File: config.mk
export PLATFORM = sky130hd
export DESIGN_NAME = reg_slice_pipe
export DESIGN_NICKNAME = d
export VERILOG_FILES = /design/src/rtl/reg_slice_pkg.sv /design/src/rtl/reg_slice_stage.sv /design/src/rtl/reg_slice_pipe.sv
export SDC_FILE = /design/constraint.sdc
export NUM_CORES = 1
export LEC_CHECK = 0
export ABC_AREA = 1
export BUFFER_PORTS_ARGS = -buffer_cell sky130_fd_sc_hd__buf_4
export CAP_MARGIN = 10
export CORE_ASPECT_RATIO = 1.25
export CORE_MARGIN = 2
export CORE_UTILIZATION = 29
export DETAILED_ROUTE_END_ITERATION = 10
export SLEW_MARGIN = 20
export SYNTH_ARGS = -nofsm -noshare
export SYNTH_HDL_FRONTEND = slang
export SYNTH_SLANG_ARGS = --single-unit
File: constraint.sdc
create_clock -name clk -period 2.3 [get_ports clk]
set_input_delay 0.23 -clock clk [delete_from_list [all_inputs] [get_ports clk]]
set_output_delay 0.23 -clock clk [all_outputs]
set_load 0.02 [all_outputs]
File: src/rtl/reg_slice_pkg.sv
// Shared types for the valid/ready register slice: stage modes and their storage capacity.
package reg_slice_pkg;

  typedef enum logic [1:0] {
    RS_BYPASS,
    RS_FWD,
    RS_BWD,
    RS_FULL
  } rs_mode_e;

  function automatic int unsigned rs_cap(rs_mode_e mode);
    case (mode)
      RS_FWD, RS_BWD: return 1;
      RS_FULL:        return 2;
      default:        return 0;
    endcase
  endfunction

endpackage

File: src/rtl/reg_slice_stage.sv
// One valid/ready slice stage; MODE selects bypass, forward, skid (backward) or full registering.
module reg_slice_stage
  import reg_slice_pkg::*;
#(
  parameter int unsigned WIDTH = 16,
  parameter rs_mode_e    MODE  = RS_FULL
) (
  input  logic             clk,
  input  logic             arst,
  input  logic             flush,
  input  logic             valid_i,
  input  logic [WIDTH-1:0] dat_i,
  output logic             ready_i,
  output logic             valid_o,
  output logic [WIDTH-1:0] dat_o,
  input  logic             ready_o,
  output logic [1:0]       cnt_o
);

  if (MODE == RS_BYPASS) begin : g_bypass
    assign valid_o = valid_i;
    assign dat_o   = dat_i;
    assign ready_i = ready_o;
    assign cnt_o   = 2'd0;

  end else if (MODE == RS_FWD) begin : g_fwd
    logic             m_vld;
    logic [WIDTH-1:0] m_dat;

    assign ready_i = !m_vld || ready_o;
    assign valid_o = m_vld;
    assign dat_o   = m_dat;
    assign cnt_o   = {1'b0, m_vld};

    always_ff @(posedge clk or posedge arst) begin
      if (arst) begin
        m_vld <= 1'b0;
        m_dat <= '0;
      end else if (flush) begin
        m_vld <= 1'b0;
      end else if (ready_i) begin
        m_vld <= valid_i;
        if (valid_i) m_dat <= dat_i;
      end
    end

  end else if (MODE == RS_BWD) begin : g_bwd
    logic             s_vld;
    logic [WIDTH-1:0] s_dat;

    assign ready_i = !s_vld;
    assign valid_o = s_vld || valid_i;
    assign dat_o   = s_vld ? s_dat : dat_i;
    assign cnt_o   = {1'b0, s_vld};

    // Skid only catches a beat that was accepted upstream but refused downstream.
    always_ff @(posedge clk or posedge arst) begin
      if (arst) begin
        s_vld <= 1'b0;
        s_dat <= '0;
      end else if (flush) begin
        s_vld <= 1'b0;
      end else if (s_vld) begin
        if (ready_o) s_vld <= 1'b0;
      end else if (valid_i && !ready_o) begin
        s_vld <= 1'b1;
        s_dat <= dat_i;
      end
    end

  end else begin : g_full
    logic             m_vld;
    logic             s_vld;
    logic [WIDTH-1:0] m_dat;
    logic [WIDTH-1:0] s_dat;

    assign ready_i = !s_vld;
    assign valid_o = m_vld;
    assign dat_o   = m_dat;
    assign cnt_o   = {1'b0, m_vld} + {1'b0, s_vld};

    always_ff @(posedge clk or posedge arst) begin
      if (arst) begin
        m_vld <= 1'b0;
        s_vld <= 1'b0;
        m_dat <= '0;
        s_dat <= '0;
      end else if (flush) begin
        m_vld <= 1'b0;
        s_vld <= 1'b0;
      end else if (s_vld) begin
        // Input is blocked while skid is full; refill main from skid on drain.
        if (ready_o) begin
          m_dat <= s_dat;
          s_vld <= 1'b0;
        end
      end else if (valid_i) begin
        if (!m_vld || ready_o) begin
          m_vld <= 1'b1;
          m_dat <= dat_i;
        end else begin
          s_vld <= 1'b1;
          s_dat <= dat_i;
        end
      end else if (ready_o) begin
        m_vld <= 1'b0;
      end
    end
  end

endmodule

File: src/rtl/reg_slice_pipe.sv
// Chain of STAGES identical valid/ready slice stages with a stored-beat level count.
module reg_slice_pipe
  import reg_slice_pkg::*;
#(
  parameter int unsigned WIDTH  = 16,
  parameter int unsigned STAGES = 1,
  parameter rs_mode_e    MODE   = RS_FULL,
  localparam int unsigned LVL_W = $clog2(2 * STAGES + 1)
) (
  input  logic             clk,
  input  logic             arst,
  input  logic             flush,
  input  logic             valid_i,
  input  logic [WIDTH-1:0] dat_i,
  output logic             ready_i,
  output logic             valid_o,
  output logic [WIDTH-1:0] dat_o,
  input  logic             ready_o,
  output logic [LVL_W-1:0] level_o
);

  logic [STAGES:0]  vld;
  logic [STAGES:0]  rdy;
  logic [WIDTH-1:0] dat [STAGES+1];
  logic [1:0]       cnt [STAGES];

  assign vld[0]      = valid_i;
  assign dat[0]      = dat_i;
  assign ready_i     = rdy[0];
  assign valid_o     = vld[STAGES];
  assign dat_o       = dat[STAGES];
  assign rdy[STAGES] = ready_o;

  for (genvar k = 0; k < STAGES; k++) begin : g_stage
    reg_slice_stage #(
      .WIDTH(WIDTH),
      .MODE (MODE)
    ) u_stage (
      .clk    (clk),
      .arst   (arst),
      .flush  (flush),
      .valid_i(vld[k]),
      .dat_i  (dat[k]),
      .ready_i(rdy[k]),
      .valid_o(vld[k+1]),
      .dat_o  (dat[k+1]),
      .ready_o(rdy[k+1]),
      .cnt_o  (cnt[k])
    );
  end

  always_comb begin
    level_o = '0;
    for (int k = 0; k < STAGES; k++) begin
      level_o = level_o + LVL_W'(cnt[k]);
    end
  end

endmodule

# --- Word level (Yosys, flattened, before mapping) ---
# Cells that the tools add are included.
word_totals:
  latchBits: 0
  register_bits: 34
  word_cells: 34
  ram_bits: 0
  inputBits: 21
  memories: 0
  romBits: 0
op_classes:
  reduce_logical: 9
  n_eq_ne: 3
  magnitude_cmp: 0
  add_sub_neg: 1
  mul: 0
  bitwise: 3
  n_shift: 0
  div: 0
  mux: 14
ops:
  columns: ["op", "n"]
  rows:
  - ["$mux W16", 4]
  - ["$mux W1", 10]
  - ["$reduce_and A4 Y1", 2]
  - ["$ne A2 B2 Y1 const B", 2]
  - ["$reduce_bool A2 Y1", 2]
  - ["$ne A3 B2 Y1 const B", 1]
  - ["$not A1 Y1", 3]
  - ["$reduce_and A3 Y1", 1]
  - ["$reduce_bool A3 Y1", 1]
  - ["$add A1 B1 Y2", 1]
  - ["$logic_not A1 Y1", 2]
  - ["$logic_or A1 B1 Y1", 1]

# --- Logic depth before layout (Yosys ltp) ---
logic_depth:
  depth_word: 6
  mapped_depth: 7

# --- Worst setup path after synthesis ---
# No wires, ideal clock.
synth_path:
  path_kind: "reg2reg"
  from: "register g_stage[0].u_stage.g_full.m_vld"
  to: "register g_stage[0].u_stage.g_full.m_dat[0]"
  slack_ps: 1013
  path_stages_with_launch: 7
  period_less_slack_ps: 1287
  arrival_time_ps: 1170
  path_buffers: 2
  t_required_ps: 2183
  path_cell_list: "dfrtp_1 > buf_4 > o21bai_4 > nand2_4 > buf_6 > nand2_1 > nand2_1"
synth_between:
  elab_chain_len: 4
synth_rtl:
  columns: ["item", "line_no", "text"]
  rows:
  - ["start: declaration", "reg_slice_stage.sv:72", "logic m_vld;"]
  - ["start signal: assignment", "reg_slice_stage.sv:84", "m_vld <= 1'b0;"]
  - ["start signal: assignment", "reg_slice_stage.sv:89", "m_vld <= 1'b0;"]
  - ["start signal: assignment", "reg_slice_stage.sv:99", "m_vld <= 1'b1;"]
  - ["$logic_not A1 Y1", "reg_slice_stage.sv:98", "if (!m_vld || ready_o) begin"]
  - ["$logic_or A1 B1 Y1", "reg_slice_stage.sv:98", null]
  - ["$reduce_bool A2 Y1 (no source line)", null, null]
  - ["$reduce_and A4 Y1 (no source line)", null, null]
  - ["end signal: assignment", "reg_slice_stage.sv:94", "m_dat <= s_dat;"]
  - ["end signal: assignment", "reg_slice_stage.sv:100", "m_dat <= dat_i;"]
  - ["end: declaration", "reg_slice_stage.sv:74", "logic [WIDTH-1:0] m_dat;"]
# Every way passes these cells.
# A chain may end at the register's enable or synchronous reset.

# --- Worst setup path in the final report ---
layout_path:
  from: "register g_stage[0].u_stage.g_full.m_vld"
  to: "output level_o[0]"
layout_between:
  elab_chain_len: 1
layout_rtl:
  columns: ["item", "line_no", "text"]
  rows:
  - ["$add A1 B1 Y2", "reg_slice_stage.sv:80", "assign cnt_o = {1'b0, m_vld} + {1'b0, s_vld};"]
  - ["end: declaration", "reg_slice_pipe.sv:19", "output logic [LVL_W-1:0] level_o"]
# Every way passes these cells.

==> flow_metrics.tcl <==
set metrics [dict create \
    drt_iter0_drc 101 \
    worst_pin_slew_ns 0.7706 \
    n_antenna_cell 0 \
    antenna_left 0 \
    worstPathCellList "ha_1 > buf_4" \
    critical_path.startpoint_type "flop" \
    yosys.cell_types.count 19 \
    async_reset_ff_share_pct 100.0 \
    hold_viol_final 0 \
    cts-root-buf "clkbuf_8" \
    synthFlopType "dfrtp_1" \
    cp-end-kind "output pin" \
    dieArea_um2 6477 \
    syn_inst 208 \
    finalSetupViolations 0 \
    hpwl_um 2701 \
    firstDrtPassIters 4 \
    avgRoutedWirePerCell_um 12.19 \
    grt_max_degree 35 \
    ys_seq_area_share_pct 50.18 \
    antenna_found_initial 0 \
    p_per_area_nw_per_um2 801.4 \
    combPwrFrac_pct 25.0 \
    cts_hold_buf 0 \
    clockBufferDepth 2 \
    outcome "finished clean" \
    rows 31 \
    r2r_start "g_stage[0].u_stage.valid_o" \
    path_depth 2 \
    synth_top_area_share_pct 50.18 \
    crit_path_max_fanout 21 \
    timing.final.crit_share_pct 81.28 \
    netSwitchingFraction_pct 32.13 \
    fin_nets 269 \
    slowest_delay_ns 0.84 \
    clock-sinks 34 \
    p_int_uw 1144 \
    clk_pin_slew_worst_paths_ns 0.07 \
    multiInputGateArea_um2 737.0 \
    route.detailed.drc 0 \
    fin_cells 314 \
    timing.critical_path.max_delay_family "flip-flops" \
    rsz0062_at_grt "no" \
    die_h_um 89.49 \
    cellLeakagePower_uw 0.001172 \
    grt_pass1_wl_um 6451 \
    finClkSkew_ns 0.004296 \
    criticalPathCategory "reg -> out" \
    max-vdd-ir-drop_mv 0.2613 \
    grt-ovfl-total 0 \
    cts_resized 0 \
    p_seq_share_pct 48.0 \
    yosys-top-cells-count "nand2_1 (115), dfrtp_1 (34), nand3_1 (16), nand4_1 (16)" \
    io_buffers 40 \
    numCtsBuffers 5 \
    grt_pass1_vias 1374 \
    synth_area_leaders "dfrtp_1 (50%), nand2_1 (25%), nand4_1 (5.9%), nand3_1 (4.7%), buf_6 (2.7%)" \
    cts_max_level 2 \
    synth_nets 230 \
    drv_slew 0 \
    area_delta_synth_final_pct 24.06 \
    p_clk_share_pct 27.0 \
    yosysTopAreaCell "dfrtp_1" \
    io_pins 41 \
    coreArea_um2 5741 \
    totalWireLength_um 3827 \
    fp.dieW_um 72.39 \
    ys_ff_latch 34 \
    cp_slowest_cell "dfrtp_1" \
    fillers 598 \
    postSynthAreaPerCell_um2 8.151 \
    post_cts_buffers 0 \
    seq_area_um2 850.8 \
    crit_arrival_ns 1.64 \
    critPathBufInv 1 \
    cts_tree "done" \
    switchingPower_uw 541.6 \
    period_minus_slack_ns 1.869 \
    gp_congestion 0.7364 \
    setup_tns_ns 0 \
    maxCapViolations 0 \
    r2r_cells 4 \
    cp.required_ns 2.07 \
    critPathLaunch "g_stage[0].u_stage.valid_o" \
    whs_ns 0.03380 \
    fmax_mhz 534.9 \
    dp_cells 306 \
    grt_usage_pct 12.97 \
    synth-edff-count 0 \
    yosysMostFrequentCell "nand2_1" \
    synth-warning-count 0 \
    initial_core_util_pct 29.53 \
    drive_above_1_share_pct 23.39 \
    insertion_delay_ns 0.28 \
    netlist_area_um2 1695 \
    vias_per_cell 4.561 \
    vias 1432 \
    slew_headroom_pct 48.63 \
    worstHoldPathType "in -> async" \
]
## worst paths after layout
path                                                 endpoint  slack (ns)
min in group clk              g_stage[0].u_stage.g_full.s_vld        0.13
max in group asynchronous         g_stage[0].u_stage.dat_o[0]        1.95
setup reg to reg                  g_stage[0].u_stage.dat_o[1]        0.68
hold reg to reg            g_stage[0].u_stage.g_full.s_dat[2]        0.47
hold / removal                   g_stage[0].u_stage.dat_o[10]        0.03
setup / recovery                                   level_o[0]        0.43
## cell usage in the layout, fill, tap and decap left out, drive strengths merged
| cell type | netlist | final |
|---|---|---|
| buf | 10 | 43 |
| clkinv | 0 | 1 |
| nand3 | 17 | 17 |
| nand2 | 118 | 118 |
| nor2 | 3 | 3 |
| o31ai | 1 | 1 |
| clkbuf | 1 | 7 |
| a21oi | 1 | 1 |
| ha | 1 | 1 |
| inv | 5 | 5 |
| nand4 | 16 | 16 |
| dfrtp | 34 | 34 |
| o21bai | 1 | 1 |
## registers in the layout, summed over array words and instances (netlist names)
signal                        cells
g_stage.u_stage.g_full.s_dat     16
g_stage.u_stage.valid_o           1
g_stage.u_stage.dat_o            16
g_stage.u_stage.g_full.s_vld      1
## per-stage QoR
stage	power (uW)	cell area (um2)	util, %	setup slack (ns)
floorplan	1078	1695	-	1.013
global placement	1242	2012	35.05	0.7016
detailed placement	1249	2012	35.05	0.6811
CTS	1707	2103	36.64	0.4249
global route	1794	2103	36.64	0.3610
finish	1686	2103	36.64	0.4306
## power by group through the flow
stage / clock network, uW / logic, uW / registers (uW)
finish: 455 / 421 / 810
global route: 489 / 478 / 827
CTS: 468 / 428 / 810
detailed placement: 0 / 428 / 821
global placement: 0 / 421 / 821
floorplan: 0 / 207 / 870
## area by class of cell
type | count | share of cell area (%)
multi-input cells | 158 | 35.04
flip-flops and latches | 34 | 40.45
well taps | 66 | 3.926
clock buffers | 7 | 4.105
clock inverters | 1 | 0.2380
inverters | 5 | 0.8923
repair buffers | 43 | 15.35
## logic make-up (layout without fill, tap and decap cells)
logic type                 count (synthesis)  after routing  share of synthesized area (%)
and+or+nand+nor                          154            154                          40.89
DFF                                       34             34                          50.18
buffers and inverters                     16             56                          6.346
AOI/OAI and AO/OA                          3              3                          1.845
adders and majority gates                  1              1                         0.7379
## worst min-delay path: stages
cell and delay, ns:
buf_4 0.11, inv_1 0.04, buf_4 0.37
## layer usage
metal	vias up	GRT usage [%]	wire length (um)
met5	-	0	0
met4	0	5.387	72
met3	5	3.044	146
met2	26	21.68	1862
met1	649	16.13	1745
li1	752	-	-
Power figures use the tool's default switching activity.
